<file path="config.mk">
export PLATFORM = sky130hd
export DESIGN_NAME = fpu_ss_xif_arbiter
export DESIGN_NICKNAME = d
export VERILOG_FILES = /design/src/rtl/fpu_ss_xif_arbiter.sv
export SDC_FILE = /design/constraint.sdc
export NUM_CORES = 1
export LEC_CHECK = 0
export ABC_AREA = 1
export BUFFER_PORTS_ARGS = -buffer_cell sky130_fd_sc_hd__buf_2
export CORE_AREA = 2 2 398 400
export CTS_CLUSTER_DIAMETER = 200
export CTS_CLUSTER_SIZE = 28
export DETAILED_ROUTE_END_ITERATION = 8
export DIE_AREA = 0 0 400 402
export GPL_TIMING_DRIVEN = 0
export PLACE_DENSITY = 0.3
export SETUP_SLACK_MARGIN = 0.5
export SYNTH_ARGS = -nofsm -noshare
export SYNTH_HDL_FRONTEND = slang
export SYNTH_SLANG_ARGS = --single-unit
</file>
<file path="constraint.sdc">
create_clock -name clk_i -period 3.55 [get_ports clk_i]
set_input_delay 0.5325 -clock clk_i [delete_from_list [all_inputs] [get_ports clk_i]]
set_output_delay 0.5325 -clock clk_i [all_outputs]
set_load 0.03 [all_outputs]
</file>
<file path="src/rtl/fpu_ss_xif_arbiter.sv">
// N-core CORE-V-XIF front end for a shared fpu_ss: round-robin issue arbitration,
// core-ID to internal-tag renaming through a free list, and result routing back to cores.
module fpu_ss_xif_arbiter #(
    parameter int NB_CORES   = 8,
    parameter int ID_WIDTH   = 4,
    parameter int TAG_DEPTH  = 4,
    parameter int DATA_WIDTH = 32,
    localparam int TAG_WIDTH = $clog2(TAG_DEPTH)
) (
    input  logic                             clk_i,
    input  logic                             rst_ni,

    input  logic [NB_CORES-1:0]              core_issue_valid_i,
    output logic [NB_CORES-1:0]              core_issue_ready_o,
    input  logic [NB_CORES*32-1:0]           core_issue_instr_i,
    input  logic [NB_CORES*ID_WIDTH-1:0]     core_issue_id_i,
    input  logic [NB_CORES*2*DATA_WIDTH-1:0] core_issue_rs_i,
    output logic [NB_CORES-1:0]              core_issue_accept_o,

    output logic                             fpu_issue_valid_o,
    input  logic                             fpu_issue_ready_i,
    output logic [31:0]                      fpu_issue_instr_o,
    output logic [TAG_WIDTH-1:0]             fpu_issue_id_o,
    output logic [2*DATA_WIDTH-1:0]          fpu_issue_rs_o,
    input  logic                             fpu_issue_accept_i,

    input  logic                             fpu_result_valid_i,
    output logic                             fpu_result_ready_o,
    input  logic [TAG_WIDTH-1:0]             fpu_result_id_i,
    input  logic [DATA_WIDTH-1:0]            fpu_result_data_i,
    input  logic [4:0]                       fpu_result_rd_i,
    input  logic                             fpu_result_we_i,

    output logic [NB_CORES-1:0]              core_result_valid_o,
    input  logic [NB_CORES-1:0]              core_result_ready_i,
    output logic [ID_WIDTH-1:0]              core_result_id_o,
    output logic [DATA_WIDTH-1:0]            core_result_data_o,
    output logic [4:0]                       core_result_rd_o,
    output logic                             core_result_we_o,

    output logic [TAG_WIDTH:0]               outstanding_o,
    output logic                             err_o
);

    localparam int CORE_WIDTH = (NB_CORES > 1) ? $clog2(NB_CORES) : 1;

    logic [CORE_WIDTH-1:0] rr_q;
    logic                  lock_q;
    logic [CORE_WIDTH-1:0] lock_core_q;
    logic [TAG_DEPTH-1:0]  tag_valid_q;
    logic [CORE_WIDTH-1:0] tag_core_q [TAG_DEPTH];
    logic [ID_WIDTH-1:0]   tag_id_q   [TAG_DEPTH];
    logic [TAG_WIDTH:0]    outstanding_q;
    logic                  err_q;

    logic [TAG_WIDTH-1:0]  free_tag;
    logic                  table_full;
    logic [CORE_WIDTH-1:0] grant;
    logic [CORE_WIDTH-1:0] rr_next;
    logic                  any_req;
    logic                  issue_valid;
    logic                  issue_hs;
    logic                  alloc;
    logic                  entry_valid;
    logic [CORE_WIDTH-1:0] entry_core;
    logic                  release_tag;
    logic                  bad_result;

    // Lowest free entry; the descending scan lets the smallest index win.
    always_comb begin
        free_tag = '0;
        for (int t = TAG_DEPTH - 1; t >= 0; t--) begin
            if (!tag_valid_q[t]) begin
                free_tag = TAG_WIDTH'(t);
            end
        end
    end

    assign table_full = &tag_valid_q;

    // A locked grant overrides the round-robin search so outputs stay stable until the handshake.
    always_comb begin
        grant   = rr_q;
        any_req = 1'b0;
        if (lock_q) begin
            grant   = lock_core_q;
            any_req = core_issue_valid_i[lock_core_q];
        end else begin
            for (int i = NB_CORES - 1; i >= 0; i--) begin
                automatic int                    idx;
                automatic logic [CORE_WIDTH-1:0] cand;
                idx = int'(rr_q) + i;
                if (idx >= NB_CORES) begin
                    idx = idx - NB_CORES;
                end
                cand = CORE_WIDTH'(idx);
                if (core_issue_valid_i[cand]) begin
                    grant   = cand;
                    any_req = 1'b1;
                end
            end
        end
    end

    assign issue_valid       = any_req & ~table_full;
    assign issue_hs          = issue_valid & fpu_issue_ready_i;
    assign alloc             = issue_hs & fpu_issue_accept_i;
    assign rr_next           = (grant == CORE_WIDTH'(NB_CORES - 1)) ? '0 : grant + 1'b1;

    assign fpu_issue_valid_o = issue_valid;
    assign fpu_issue_instr_o = core_issue_instr_i[grant*32 +: 32];
    assign fpu_issue_rs_o    = core_issue_rs_i[grant*2*DATA_WIDTH +: 2*DATA_WIDTH];
    assign fpu_issue_id_o    = free_tag;

    always_comb begin
        core_issue_ready_o  = '0;
        core_issue_accept_o = '0;
        if (issue_valid) begin
            core_issue_ready_o[grant]  = fpu_issue_ready_i;
            core_issue_accept_o[grant] = fpu_issue_accept_i;
        end
    end

    assign entry_valid = tag_valid_q[fpu_result_id_i];
    assign entry_core  = tag_core_q[fpu_result_id_i];

    // Results for unallocated tags are swallowed so a stale tag can never stall the FPU.
    always_comb begin
        core_result_valid_o = '0;
        fpu_result_ready_o  = 1'b1;
        if (entry_valid) begin
            core_result_valid_o[entry_core] = fpu_result_valid_i;
            fpu_result_ready_o              = core_result_ready_i[entry_core];
        end
    end

    assign release_tag        = fpu_result_valid_i & entry_valid & core_result_ready_i[entry_core];
    assign bad_result         = fpu_result_valid_i & ~entry_valid;

    assign core_result_id_o   = tag_id_q[fpu_result_id_i];
    assign core_result_data_o = fpu_result_data_i;
    assign core_result_rd_o   = fpu_result_rd_i;
    assign core_result_we_o   = fpu_result_we_i;
    assign outstanding_o      = outstanding_q;
    assign err_o              = err_q;

    // Allocation and release always target different entries, so both may land in one cycle.
    always_ff @(posedge clk_i or negedge rst_ni) begin
        if (!rst_ni) begin
            rr_q          <= '0;
            lock_q        <= 1'b0;
            lock_core_q   <= '0;
            tag_valid_q   <= '0;
            outstanding_q <= '0;
            err_q         <= 1'b0;
            for (int t = 0; t < TAG_DEPTH; t++) begin
                tag_core_q[t] <= '0;
                tag_id_q[t]   <= '0;
            end
        end else begin
            if (issue_hs) begin
                rr_q   <= rr_next;
                lock_q <= 1'b0;
            end else if (issue_valid) begin
                lock_q      <= 1'b1;
                lock_core_q <= grant;
            end
            if (alloc) begin
                tag_valid_q[free_tag] <= 1'b1;
                tag_core_q[free_tag]  <= grant;
                tag_id_q[free_tag]    <= core_issue_id_i[grant*ID_WIDTH +: ID_WIDTH];
            end
            if (release_tag) begin
                tag_valid_q[fpu_result_id_i] <= 1'b0;
            end
            if (alloc && !release_tag) begin
                outstanding_q <= outstanding_q + (TAG_WIDTH+1)'(1);
            end else if (!alloc && release_tag) begin
                outstanding_q <= outstanding_q - (TAG_WIDTH+1)'(1);
            end
            if (bad_result) begin
                err_q <= 1'b1;
            end
        end
    end

endmodule
</file>
==> results.txt <==
By instance count, the cell type seen most on the critical path is sky130_fd_sc_hd__nand2_2. The clock passes through at most 2 buffers. Synthesis produced 2,321 cells. The run gives -120 ps as the flop-to-flop setup slack. The final reports fail on setup timing. The synthesized netlist occupies a cell area of 0.0109 sq mm. The logs give 0.171 for the global-route total usage across every layer and 0 for the number of slew-limit violations in the final report.

Summing over every cut layer, the via total after detailed routing is 20,200. The depth of the CTS H-tree was 2. Of all nets on the critical path, the largest fanout is 6. The die is 402 microns tall.

Clock slew at the register clock pins of the worst setup and hold paths: 70 ps. Across the whole layout, storage elements account for 0.00108 sq mm. For the worst-skew pair, the clock arrives at the later sink with an insertion delay of 300 ps.

The class of the tightest hold or removal check is primary input to async pin. After synthesis, the most frequently instantiated cells are sky130_fd_sc_hd__nand2_1, sky130_fd_sc_hd__nand4_1, sky130_fd_sc_hd__buf_2. A synthesized cell averages 4.71 sq um. The depth of the worst register-to-register path is 27, and the first-pass GRT wire length is 183,000 microns. The leading area contributor after synthesis was sky130_fd_sc_hd__nand2_1. The area of combinational cells with multiple inputs was 0.0100 sq mm; the initial core utilization was 0.0695. The Yosys step of the flow raised 0 warnings.

The first routing iteration left 1,449 violations. The layout has 18,600 filler cells. Setup violations remaining at the end of the flow were counted as 132.

TritonCTS built the clock tree. Initial antenna violation count: 40. Most common flop cell mapped by yosys: sky130_fd_sc_hd__dfrtp_1. The flow ran to the end, but the final reports show violations.

At the worst endpoint, the required time is 3020 ps. The final period demand of the worst path came out at 4430 ps. The logs give 0 for the max capacitance violation total and 3900 ps for the arrival time of the worst setup path.

The clock net in this run drives a total of 43 sinks. Number of design rule violations left after detail routing: 0. During placement, the flow inserted port buffers numbering 992.

The weighted congestion at the end of routability-driven global placement was 0.949; the placement row count was 146. The finished layout holds 5,605 standard cells, fillers aside. Sorting the synthesized cells by area gives the leading types as sky130_fd_sc_hd__nand2_1, sky130_fd_sc_hd__dfrtp_1, sky130_fd_sc_hd__nand4_1.

The critical path startpoint category was a register. The worst clock skew was 3.91 ps; the post-detailed-routing wire length was 148,000 microns. Largest net degree at the start of global routing: 44. The transition time of the tightest slew-check pin is 1100 ps, and the post-synthesis register bit count is 43. The post-synthesis async set-or-reset flop share works out to 1.00. The slowest stage of the critical path belongs to the cell sky130_fd_sc_hd__dfrtp_1. TritonCTS created 5 clock buffers. The fraction of final layout cells with drive strength greater than 1 is 0.500, and the final HPWL from detailed placement is 118,000 microns.

Setup repair after global routing could not meet its margin everywhere. The fraction of the yosys area taken by sequential cells is 0.0985. Once placement completed, the tool counted placed cells totaling 5,385. The die boundary width came out at 400 microns.

Kind of end point of the critical path: a primary output. During I/O placement, the number of pins put on the boundary was 1,031. The number of global-route vias before repair is 19,600, and the worst setup margin is -880 ps. The number of nets at the end of the flow is 4,380, and the top-area cell type share of the netlist area is 0.593. For the worst relative slew slack, the log shows 0.267. The floorplan step defined a die boundary enclosing 0.161 sq mm.

After detailed routing, the average wire length per cell comes to 26.4 microns. The core region is 0.157 sq mm. In this run, synthesis inferred 0 flip-flops with an integrated enable.

The logs give 0 for the final hold violation count and 0 for the antenna violation net count after detailed routing. The tools report the launch instance of the worst register-to-register path as rr_q[0]. The area growth from synthesis to layout is 130%. The fraction of the cycle the final worst path needs was 1.25; the number of iterations in the first detailed-routing pass was 5.

The critical path is of the register to primary output type. The routed via count divided by cell count was 3.61. The most common cell in the synthesized netlist is sky130_fd_sc_hd__nand2_1. The clock root buffer master is sky130_fd_sc_hd__clkbuf_16.

After global routing the overflow that remains totals 0. The worst register-to-register path ends at outstanding_o[2]. The number of nets produced by synthesis came out at 3,187. On the worst path, the slowest cell contributes a delay of 380 ps. The count of distinct cell types in the synthesized netlist was 39.

Static timing analysis puts the maximum clock frequency at 226 MHz.
==> flip-flops by register name (all words and copies together) (netlist names) <==
signal         count
tag_id_q          16
tag_core_q        12
tag_valid_q        4
lock_core_q        3
outstanding_o      3
rr_q               3
err_o              1
lock_q             1
==> critical path: cells and delay by family, from the launching register on <==
family | cells | cell delay [ps]
DFF | 1 | 380
and+or+nand+nor | 17 | 1460
buffers and inverters | 11 | 1450
adders and majority gates | 1 | 250
==> cells by family (layout without fill, tap and decap cells) <==
kind of cell / Yosys count / count (layout) / share of synthesized area
xor+xnor: 6 / 6 / 0.00481
other cells: 0 / 18 / 0
fa+ha+maj: 5 / 5 / 0.00641
compound gates: 83 / 83 / 0.0446
flops: 43 / 43 / 0.0985
mux: 1 / 1 / 0.00103
buf+inv: 244 / 1438 / 0.140
simple gates: 1939 / 1939 / 0.705
==> cell type report <==
type                            count  share of cell area
Timing Repair inverter              1            0.000299
Tap cell                         2072               0.103
Antenna cell                       18             0.00179
Multi-Input combinational cell   2034               0.398
Timing Repair Buffer             1185               0.335
Sequential cell                    43              0.0429
Buffer                            179              0.0999
Clock inverter                      3            0.000997
Clock buffer                        5             0.00499
Inverter                           65              0.0128
==> what timing repair did <==
| item | 4_1_cts | 5_1_grt |
|---|---|---|
| gates cloned | 18 | 11 |
| endpoints found under the setup margin | 157 | 154 |
| pin swaps | 80 | 125 |
| gates resized for setup | 748 | 317 |
| hold buffers | 0 | 0 |
| buffers inserted | 102 | 63 |
==> placed cells by master, fill, tap and decap left out, types with 8 or more instances in the layout <==
cell and count:
sky130_fd_sc_hd__nand4_1 97, sky130_fd_sc_hd__inv_2 9, sky130_fd_sc_hd__clkbuf_16 16, sky130_fd_sc_hd__nand2_8 9
sky130_fd_sc_hd__diode_2 18, sky130_fd_sc_hd__nand3_4 9, sky130_fd_sc_hd__nand2_1 1445, sky130_fd_sc_hd__nand3_1 34
sky130_fd_sc_hd__buf_8 29, sky130_fd_sc_hd__nor2_1 22, sky130_fd_sc_hd__o21ai_2 8, sky130_fd_sc_hd__buf_6 191
sky130_fd_sc_hd__nand2_2 194, sky130_fd_sc_hd__nand2_4 91, sky130_fd_sc_hd__a21oi_1 14, sky130_fd_sc_hd__dfrtp_1 42
sky130_fd_sc_hd__o21ai_1 22, sky130_fd_sc_hd__buf_4 126, sky130_fd_sc_hd__buf_12 84, sky130_fd_sc_hd__o21ai_0 11
sky130_fd_sc_hd__inv_1 41, sky130_fd_sc_hd__nor2_4 23, sky130_fd_sc_hd__buf_2 881, sky130_fd_sc_hd__a22oi_1 13
sky130_fd_sc_hd__buf_16 35
==> stage by stage <==
| step | hold WS [ps] | worst slack, ps | cell area, sq um | setup TNS, ps | util |
|---|---|---|---|---|---|
| 2_1_floorplan | 237 | 227 | 11200 | 0 | - |
| 6_report | 427 | -880 | 25100 | -76990 | 0.160 |
| 3_5_place_dp | 467 | -1890 | 18800 | -141410 | 0.120 |
| 4_1_cts | 480 | -779 | 23100 | -67570 | 0.147 |
| 3_3_place_gp | 460 | -1920 | 18800 | -147750 | 0.120 |
| 5_1_grt | 497 | -976 | 25100 | -100820 | 0.160 |
==> per-layer routing <==
layer / GRT usage / up-vias / routed length, microns
met5: 0 / - / 89
met4: 0.0391 / 16 / 4360
met3: 0.0264 / 141 / 10500
met2: 0.286 / 960 / 68900
met1: 0.228 / 9538 / 63900
li1: - / 9568 / -
==> worst max path at each step <==
stage / startpoint / endpoint / slack, ps / cells after the start
global placement: rr_q[1] / fpu_issue_rs_o[59] / -1920 / 25
detailed placement: rr_q[1] / fpu_issue_rs_o[59] / -1890 / 25
floorplan: rr_q[0] / fpu_issue_instr_o[0] / 230 / 26
CTS: rr_q[0] / fpu_issue_rs_o[22] / -780 / 29
finish: rr_q[0] / fpu_issue_rs_o[22] / -880 / 29
global route: rr_q[0] / fpu_issue_rs_o[33] / -980 / 31
Power is left out: the tool's default activity adds up to more than one toggle a clock period on the data nets, which glitch-free logic cannot reach.
